**config.mk**
```make
export PLATFORM = sky130hd
export DESIGN_NAME = redmule_mesh_sync_ctrl
export DESIGN_NICKNAME = d
export VERILOG_FILES = /design/src/rtl/redmule_mesh_sync_ctrl.sv
export SDC_FILE = /design/constraint.sdc
export NUM_CORES = 1
export LEC_CHECK = 0
export BUFFER_PORTS_ARGS = -buffer_cell sky130_fd_sc_hd__buf_2
export CAP_MARGIN = 20
export CORE_UTILIZATION = 25
export DETAILED_ROUTE_END_ITERATION = 6
export RECOVER_POWER = 50
export SYNTH_ARGS = -nofsm -noshare
export SYNTH_HDL_FRONTEND = slang
export SYNTH_SLANG_ARGS = --single-unit
```
**constraint.sdc**
```tcl
create_clock -name clk_i -period 2.3 [get_ports clk_i]
set_input_delay 0.69 -clock clk_i [delete_from_list [all_inputs] [get_ports clk_i]]
set_output_delay 0.69 -clock clk_i [all_outputs]
set_load 0.02 [all_outputs]
```
**src/rtl/redmule_mesh_sync_ctrl.sv**
```systemverilog
// redmule_mesh_sync_ctrl: boots masked mesh tiles with staggered fetch enables and synchronises them on all-asleep barriers
module redmule_mesh_sync_ctrl #(
  parameter int N_TILES        = 4,
  parameter int ENABLE_WAIT    = 2,
  parameter int STAGGER_CYCLES = 3,
  parameter int SETTLE_CYCLES  = 2,
  parameter int TIMEOUT_CYCLES = 1024,
  parameter int HARTID_BASE    = 0
) (
  input  logic                  clk_i,
  input  logic                  rst_ni,
  input  logic                  start_i,
  input  logic                  stop_i,
  input  logic [N_TILES-1:0]    tile_mask_i,
  input  logic [N_TILES-1:0]    core_sleep_i,
  output logic [N_TILES-1:0]    tile_enable_o,
  output logic [N_TILES-1:0]    fetch_enable_o,
  output logic [N_TILES*32-1:0] mhartid_o,
  output logic [N_TILES-1:0]    wu_wfe_o,
  output logic [15:0]           barrier_count_o,
  output logic                  busy_o,
  output logic                  timeout_o
);
  localparam int CW = $clog2(TIMEOUT_CYCLES + 1) > 8 ? $clog2(TIMEOUT_CYCLES + 1) : 8;
  localparam logic [CW-1:0] EW_L = CW'(ENABLE_WAIT - 1);
  localparam logic [CW-1:0] ST_L = CW'(STAGGER_CYCLES - 1);
  localparam logic [CW-1:0] SE_L = CW'(SETTLE_CYCLES - 1);
  localparam logic [CW-1:0] TO_L = CW'(TIMEOUT_CYCLES - 1);
  typedef enum logic [2:0] {IDLE, ENABLE, BOOT, RUN, WAKE} state_t;
  state_t state, state_n;
  logic [N_TILES-1:0] mask, mask_n, pending, pending_n, sticky, sticky_n;
  logic [N_TILES-1:0] tile_n, fetch_n, wu_n, src, rel;
  logic [CW-1:0] cnt, cnt_n;
  logic [15:0] bar_n;
  logic to_n, accept, asleep, awake, boot_step, halt;

  for (genvar i = 0; i < N_TILES; i++) begin : g_hart
    assign mhartid_o[i*32 +: 32] = 32'(HARTID_BASE + i);
  end

  assign accept    = state == IDLE && start_i && !stop_i && |tile_mask_i;
  assign halt      = state != IDLE && stop_i;
  assign asleep    = &(core_sleep_i | ~mask);
  assign awake     = &(sticky | ~core_sleep_i | ~mask);
  assign boot_step = STAGGER_CYCLES == 0 || cnt == ST_L;
  // Release the lowest pending tile, or every pending tile when there is no stagger
  assign src = state == IDLE ? tile_mask_i : pending;
  assign rel = STAGGER_CYCLES == 0 ? src : src & (~src + N_TILES'(1));

  always_ff @(posedge clk_i or negedge rst_ni) begin
    if (!rst_ni) begin
      state           <= IDLE;
      busy_o          <= 1'b0;
      mask            <= '0;
      pending         <= '0;
      sticky          <= '0;
      cnt             <= '0;
      tile_enable_o   <= '0;
      fetch_enable_o  <= '0;
      wu_wfe_o        <= '0;
      barrier_count_o <= '0;
      timeout_o       <= 1'b0;
    end else begin
      state           <= state_n;
      busy_o          <= state_n != IDLE;
      mask            <= mask_n;
      pending         <= pending_n;
      sticky          <= sticky_n;
      cnt             <= cnt_n;
      tile_enable_o   <= tile_n;
      fetch_enable_o  <= fetch_n;
      wu_wfe_o        <= wu_n;
      barrier_count_o <= bar_n;
      timeout_o       <= to_n;
    end
  end

  always_comb begin
    state_n = state;
    case (state)
      IDLE:    state_n = accept ? (ENABLE_WAIT == 0 ? BOOT : ENABLE) : IDLE;
      ENABLE:  state_n = cnt == EW_L ? BOOT : ENABLE;
      BOOT:    state_n = pending == '0 ? RUN : BOOT;
      RUN:     state_n = asleep && cnt == SE_L ? WAKE : RUN;
      WAKE:    state_n = awake ? RUN : WAKE;
      default: state_n = IDLE;
    endcase
    if (halt) state_n = IDLE;
  end

  always_comb begin
    mask_n    = mask;
    pending_n = pending;
    sticky_n  = sticky;
    cnt_n     = cnt;
    tile_n    = tile_enable_o;
    fetch_n   = fetch_enable_o;
    wu_n      = '0;
    bar_n     = barrier_count_o;
    to_n      = timeout_o;
    case (state)
      IDLE: if (accept) begin
        mask_n    = tile_mask_i;
        tile_n    = tile_mask_i;
        bar_n     = '0;
        to_n      = 1'b0;
        cnt_n     = '0;
        fetch_n   = ENABLE_WAIT == 0 ? rel : '0;
        pending_n = ENABLE_WAIT == 0 ? tile_mask_i & ~rel : tile_mask_i;
      end
      ENABLE: begin
        cnt_n = cnt == EW_L ? '0 : cnt + 1'b1;
        if (cnt == EW_L) begin
          fetch_n   = fetch_enable_o | rel;
          pending_n = pending & ~rel;
        end
      end
      BOOT: begin
        cnt_n = pending == '0 || boot_step ? '0 : cnt + 1'b1;
        if (boot_step) begin
          fetch_n   = fetch_enable_o | rel;
          pending_n = pending & ~rel;
        end
      end
      RUN: begin
        cnt_n = asleep ? cnt + 1'b1 : '0;
        if (asleep && cnt == SE_L) begin
          wu_n     = mask;
          bar_n    = barrier_count_o + 16'(barrier_count_o != 16'hFFFF);
          cnt_n    = '0;
          sticky_n = '0;
        end
      end
      WAKE: begin
        sticky_n = sticky | (~core_sleep_i & mask);
        cnt_n    = awake || cnt == TO_L ? '0 : cnt + 1'b1;
        // Retry only the tiles that have not been seen awake since the barrier
        if (!awake && cnt == TO_L) begin
          to_n = 1'b1;
          wu_n = mask & ~sticky_n;
        end
      end
      default: ;
    endcase
    if (halt) begin
      tile_n    = '0;
      fetch_n   = '0;
      wu_n      = '0;
      pending_n = '0;
      cnt_n     = '0;
    end
  end
endmodule

```
# [After elaboration in Yosys (flattened, before gate mapping)]
# Index checks and enable logic that the tools add are counted.
[op_classes] n_addsub=3 n_eq_ne=14 mux=40 bitwise=14 n_reduce_logical=31
[op_table] cell="11-bit 2-to-1 mux" n=7
[op_table] cell="4-bit 2-to-1 mux" n=15
[op_table] cell="11-bit one-hot mux with 5 select lines" n=1
[op_table] cell="16-bit 2-to-1 mux" n=2
[op_table] cell="16-bit one-hot mux with 2 select lines" n=1
[op_table] cell="4-bit one-hot mux with 3 select lines" n=2
[op_table] cell="4-bit inverter" n=5
[op_table] cell="4-bit bitwise OR" n=5
[op_table] cell="16-bit by 1-bit adder with 16-bit output" n=1
[op_table] cell="4-bit bitwise AND" n=4
[op_table] cell="16-bit inequality test, second input constant" n=1
[op_table] cell="4-bit one-hot mux with 2 select lines" n=2
[op_table] cell="3-bit one-hot mux with 5 select lines" n=1
[op_table] cell="4-bit AND reduction" n=3
[op_table] cell="11-bit by 1-bit adder with 11-bit output, second input constant" n=1
[op_table] cell="11-bit by 1-bit == test with 1-bit output, second input constant" n=1
[op_table] cell="11-bit by 10-bit == test with 1-bit output, second input constant" n=1
[op_table] cell="11-bit by 2-bit == test with 1-bit output, second input constant" n=1
[op_table] cell="2-bit nonzero test" n=5
[op_table] cell="3-bit 2-to-1 mux" n=3
[op_table] cell="3-bit inequality test, second input constant" n=3
[op_table] cell="2-bit AND reduction" n=4
[op_table] cell="3-bit by 2-bit == test with 1-bit output, second input constant" n=2
[op_table] cell="1-bit logical AND" n=6
[op_table] cell="16 further kinds" n=25
[word_totals] regBits=56 output_inout_bits=158

# [Depth between registers and ports, before layout]
[depth] word_depth=10 depth_mapped=10 ltp_nobuf=10

# [Worst setup path before layout]
# No wires, ideal clock.
[synth_timing] kind="input to register" startpoint="input core_sleep_i[0]" endpoint="register barrier_count_o[15]" setup_time_ps=78 t_arrival_ps=2492 t_required_ps=2222 path_slack_ps=-270 cell_stages=7 cell_sequence="nor2b_4 > or4_4 > or3_1 > buf_2 > or3_1 > or3_1 > a21oi_1"
[synth_via] elab_chain_cells=5
[synth_rtl] item="from (decl)" line_no="15" rtl="input logic [N_TILES-1:0] core_sleep_i,"
[synth_rtl] item="4-bit bitwise OR" line_no="43" rtl="assign asleep = &(core_sleep_i | ~mask);"
[synth_rtl] item="4-bit AND reduction" line_no="43"
[synth_rtl] item="1-bit logical AND" line_no="127" rtl="if (asleep && cnt == SE_L) begin"
[synth_rtl] item="2-bit inequality test (no source line)"
[synth_rtl] item="3-bit AND reduction (no source line)"
[synth_rtl] item="to (signal assigned)" line_no="73" rtl="barrier_count_o <= bar_n;"
[synth_rtl] item="to (decl)" line_no="20" rtl="output logic [15:0] barrier_count_o,"
# Every way passes these cells.
# A chain may end at the register's enable or synchronous reset.

# [Final worst setup path]
[layout_timing] startpoint="input core_sleep_i[1]" endpoint="register barrier_count_o[15]"
# Same word-level chain as after synthesis.

==> results_dict.tcl <==
set metrics [dict create \
    die_y_um 127.6 \
    powerDensity_nw_per_um2 733.6 \
    ctsHoldBuffers 0 \
    cts.clk_slew.worst_paths_ns 0.07 \
    dieArea_um2 16290 \
    synth_top_area_share_pct 35.51 \
    drt_pre_antenna_iters 4 \
    finalClockSkew_ns 0.007120 \
    syn_area_um2 3946 \
    holdWs_ns 0.4799 \
    utilization_pct 31.63 \
    pre_cts_ws_ns -0.4504 \
    r2r_cells 6 \
    grt_pass1_vias 2834 \
    num_rows 45 \
    grt_setup_unrepaired "yes" \
    die_w_um 127.6 \
    num-nets-final 596 \
    synth_edf_count 0 \
    crit_fanout 4 \
    diodes 0 \
    crit_chain "buf_6, nor2b_4, or4_4, or3_4, or3_1, or3_1, a21oi_1" \
    ir_drop_v 0.0002927 \
    first_iter_violations 167 \
    arrival_ns 2.59 \
    crit_path_max_incr_delay_ns 0.54 \
    track_usage_pct 10.88 \
    synthTopCellsByArea "dfrtp_1, buf_4, nand2_1" \
    min_period_over_period_pct 103.0 \
    via_per_inst 4.020 \
    maxCapViolations 0 \
    cts_tree "yes" \
    clockBufferDepth 2 \
    synth_warnings 0 \
    violations "negative setup slack" \
    port_buffers 41 \
    synth_cell_types 46 \
    setup_viol 3 \
    min_path_cells 2 \
    yosysTopAreaCell "dfrtp_1" \
    antenna_found_initial 0 \
    end_kind "flop" \
    start_util_pct 25.77 \
    grt_pass1_wl_mm 14.03 \
    cts_buffers 5 \
    path_class "input port to flop" \
    grt-ovfl-total 0 \
    instances_no_fill 791 \
    leakagePower_uw 0.002396 \
    drc 0 \
    grt_max_degree 57 \
    final_cell_mix "conb_1, buf_4, dfrtp_1, nand2_1" \
    ys.flop_type "dfrtp_1" \
    io_pins 170 \
    h-tree-depth 2 \
    synth_cells 470 \
    clock-sinks 56 \
    worst_pin_slew_ns 1.381 \
    slowest_stage "or4_4" \
    ys_seq_area_share_pct 35.51 \
    finalHoldViolCount 0 \
    crit_cells 7 \
    crit_family "simple AND/OR/NAND/NOR gates" \
    synthArstFlopShare_pct 100.0 \
    worstSetupStartpointType "input port" \
    fp.coreArea_um2 15310 \
    crit_top_cell "or3_1" \
    routed_wirelength_mm 8.928 \
    mostFrequentLayoutCell "conb_1" \
    hp-class "flop to flop" \
    antenna_left 0 \
    period_minus_slack_ns 2.368 \
    status "finished, violations left" \
    via_count 3180 \
    routabilityCongestion 0.8476 \
    insertion_delay_ns 0.29 \
    worstPathRequired_ns 2.52 \
    syn_to_final_growth_pct 22.73 \
    layout_setup_ws_ns -0.06792 \
    timing.fmax_ghz 0.4223 \
    worst-path-buf-inv 1 \
    post-place-cells 777 \
    routedWlPerCell_um 11.29 \
    root_buffer "clkbuf_16" \
    relSlewSlack_pct 7.962 \
    final_layout_size_suffix_gt1_share_pct 25.34 \
    avgSynthCellArea_um2 8.396 \
    ys_ff_latch 56 \
    post-dp-hpwl_mm 6.861 \
    report.final.slew_viol_count 0 \
]
## state kept, by name, summed over array words and instances, names as in the netlist, 3 cells and up
register / flops
fetch_enable_o: 4
wu_wfe_o: 4
sticky: 4
cnt: 11
barrier_count_o: 16
tile_enable_o: 4
mask: 4
pending: 4
state: 3
## power breakdown
part | internal (uW) | switching [uW] | total, uW
sequential | 1140 | 122 | 1260
combinational | 557 | 866 | 1420
clock | 518 | 352 | 870
## logic make-up (layout without fill, tap and decap cells)
kind of cell / Yosys count / count (layout) / share of synthesized area, %
AOI/OAI and AO/OA: 80 / 80 / 12.43
and+or+nand+nor: 152 / 152 / 19.53
adders and majority gates: 5 / 5 / 1.585
other: 2 / 128 / 0.1903
buffers and inverters: 160 / 144 / 27.43
DFF: 56 / 56 / 35.51
xor gates and xnor gates: 15 / 15 / 3.329
## cell usage after synthesis, drive strengths merged (6+ instances only)
cell,number
clkbuf,10
xnor2,15
o21ai,26
nand3,15
inv,20
dfrtp,56
nor2,30
nand4,6
nor4,10
or3,7
nand2,44
nor3,10
nor2b,7
buf,130
a21oi,24
## final cells by class
type / instances / area, um^2
clock buffers: 5 / 125.1
inverters: 20 / 75.07
multi-input cells: 380 / 2138
clock inverters: 3 / 47.55
repair buffers: 116 / 785.8
flip-flops and latches: 56 / 1408
well taps: 211 / 264.0
fillers: 1646 / 10470
## what timing repair did
action,in CTS,in global routing
endpoints found under the setup margin,16,20
gates resized for setup,16,20
pin swaps,8,5
setup buffers,4,2
## layer usage
metal	GRT usage, %	up-vias	wire length [um]
li1	-	1555	-
met1	14.84	1501	4216
met2	17.04	120	4116
met3	2.638	4	516
met4	3.114	0	78
met5	0	-	0
## stage by stage
step | area (um^2) | TNS, ns | total power (uW)
detailed placement | 4448 | -8.490 | 2645
finish | 4843 | -0.08257 | 3553
floorplan | 4463 | -1.638 | 2251
global route | 4843 | -0.6946 | 3793
global placement | 4448 | -7.542 | 2638
CTS | 4732 | -0.2247 | 3582
## worst paths after layout
check	from	to	slack (ns)
worst max-delay path	core_sleep_i[1]	barrier_count_o[15]	-0.07
worst min-delay path	fetch_enable_o[3]	fetch_enable_o[3]	0.48
worst max register to register	mask[1]	barrier_count_o[15]	-0.06
worst min register to register	fetch_enable_o[3]	fetch_enable_o[3]	0.48
max in group asynchronous	rst_ni	barrier_count_o[5]	0.59
min in group asynchronous	rst_ni	fetch_enable_o[0]	0.80
## tightest hold or removal path: cells and delay by family (launching register included)
kind               cells  cell delay, ns
DFF                    1            0.34
AOI/OAI and AO/OA      1            0.06
and+or+nand+nor        1            0.04
No activity file was read; power rests on OpenSTA's default activity.
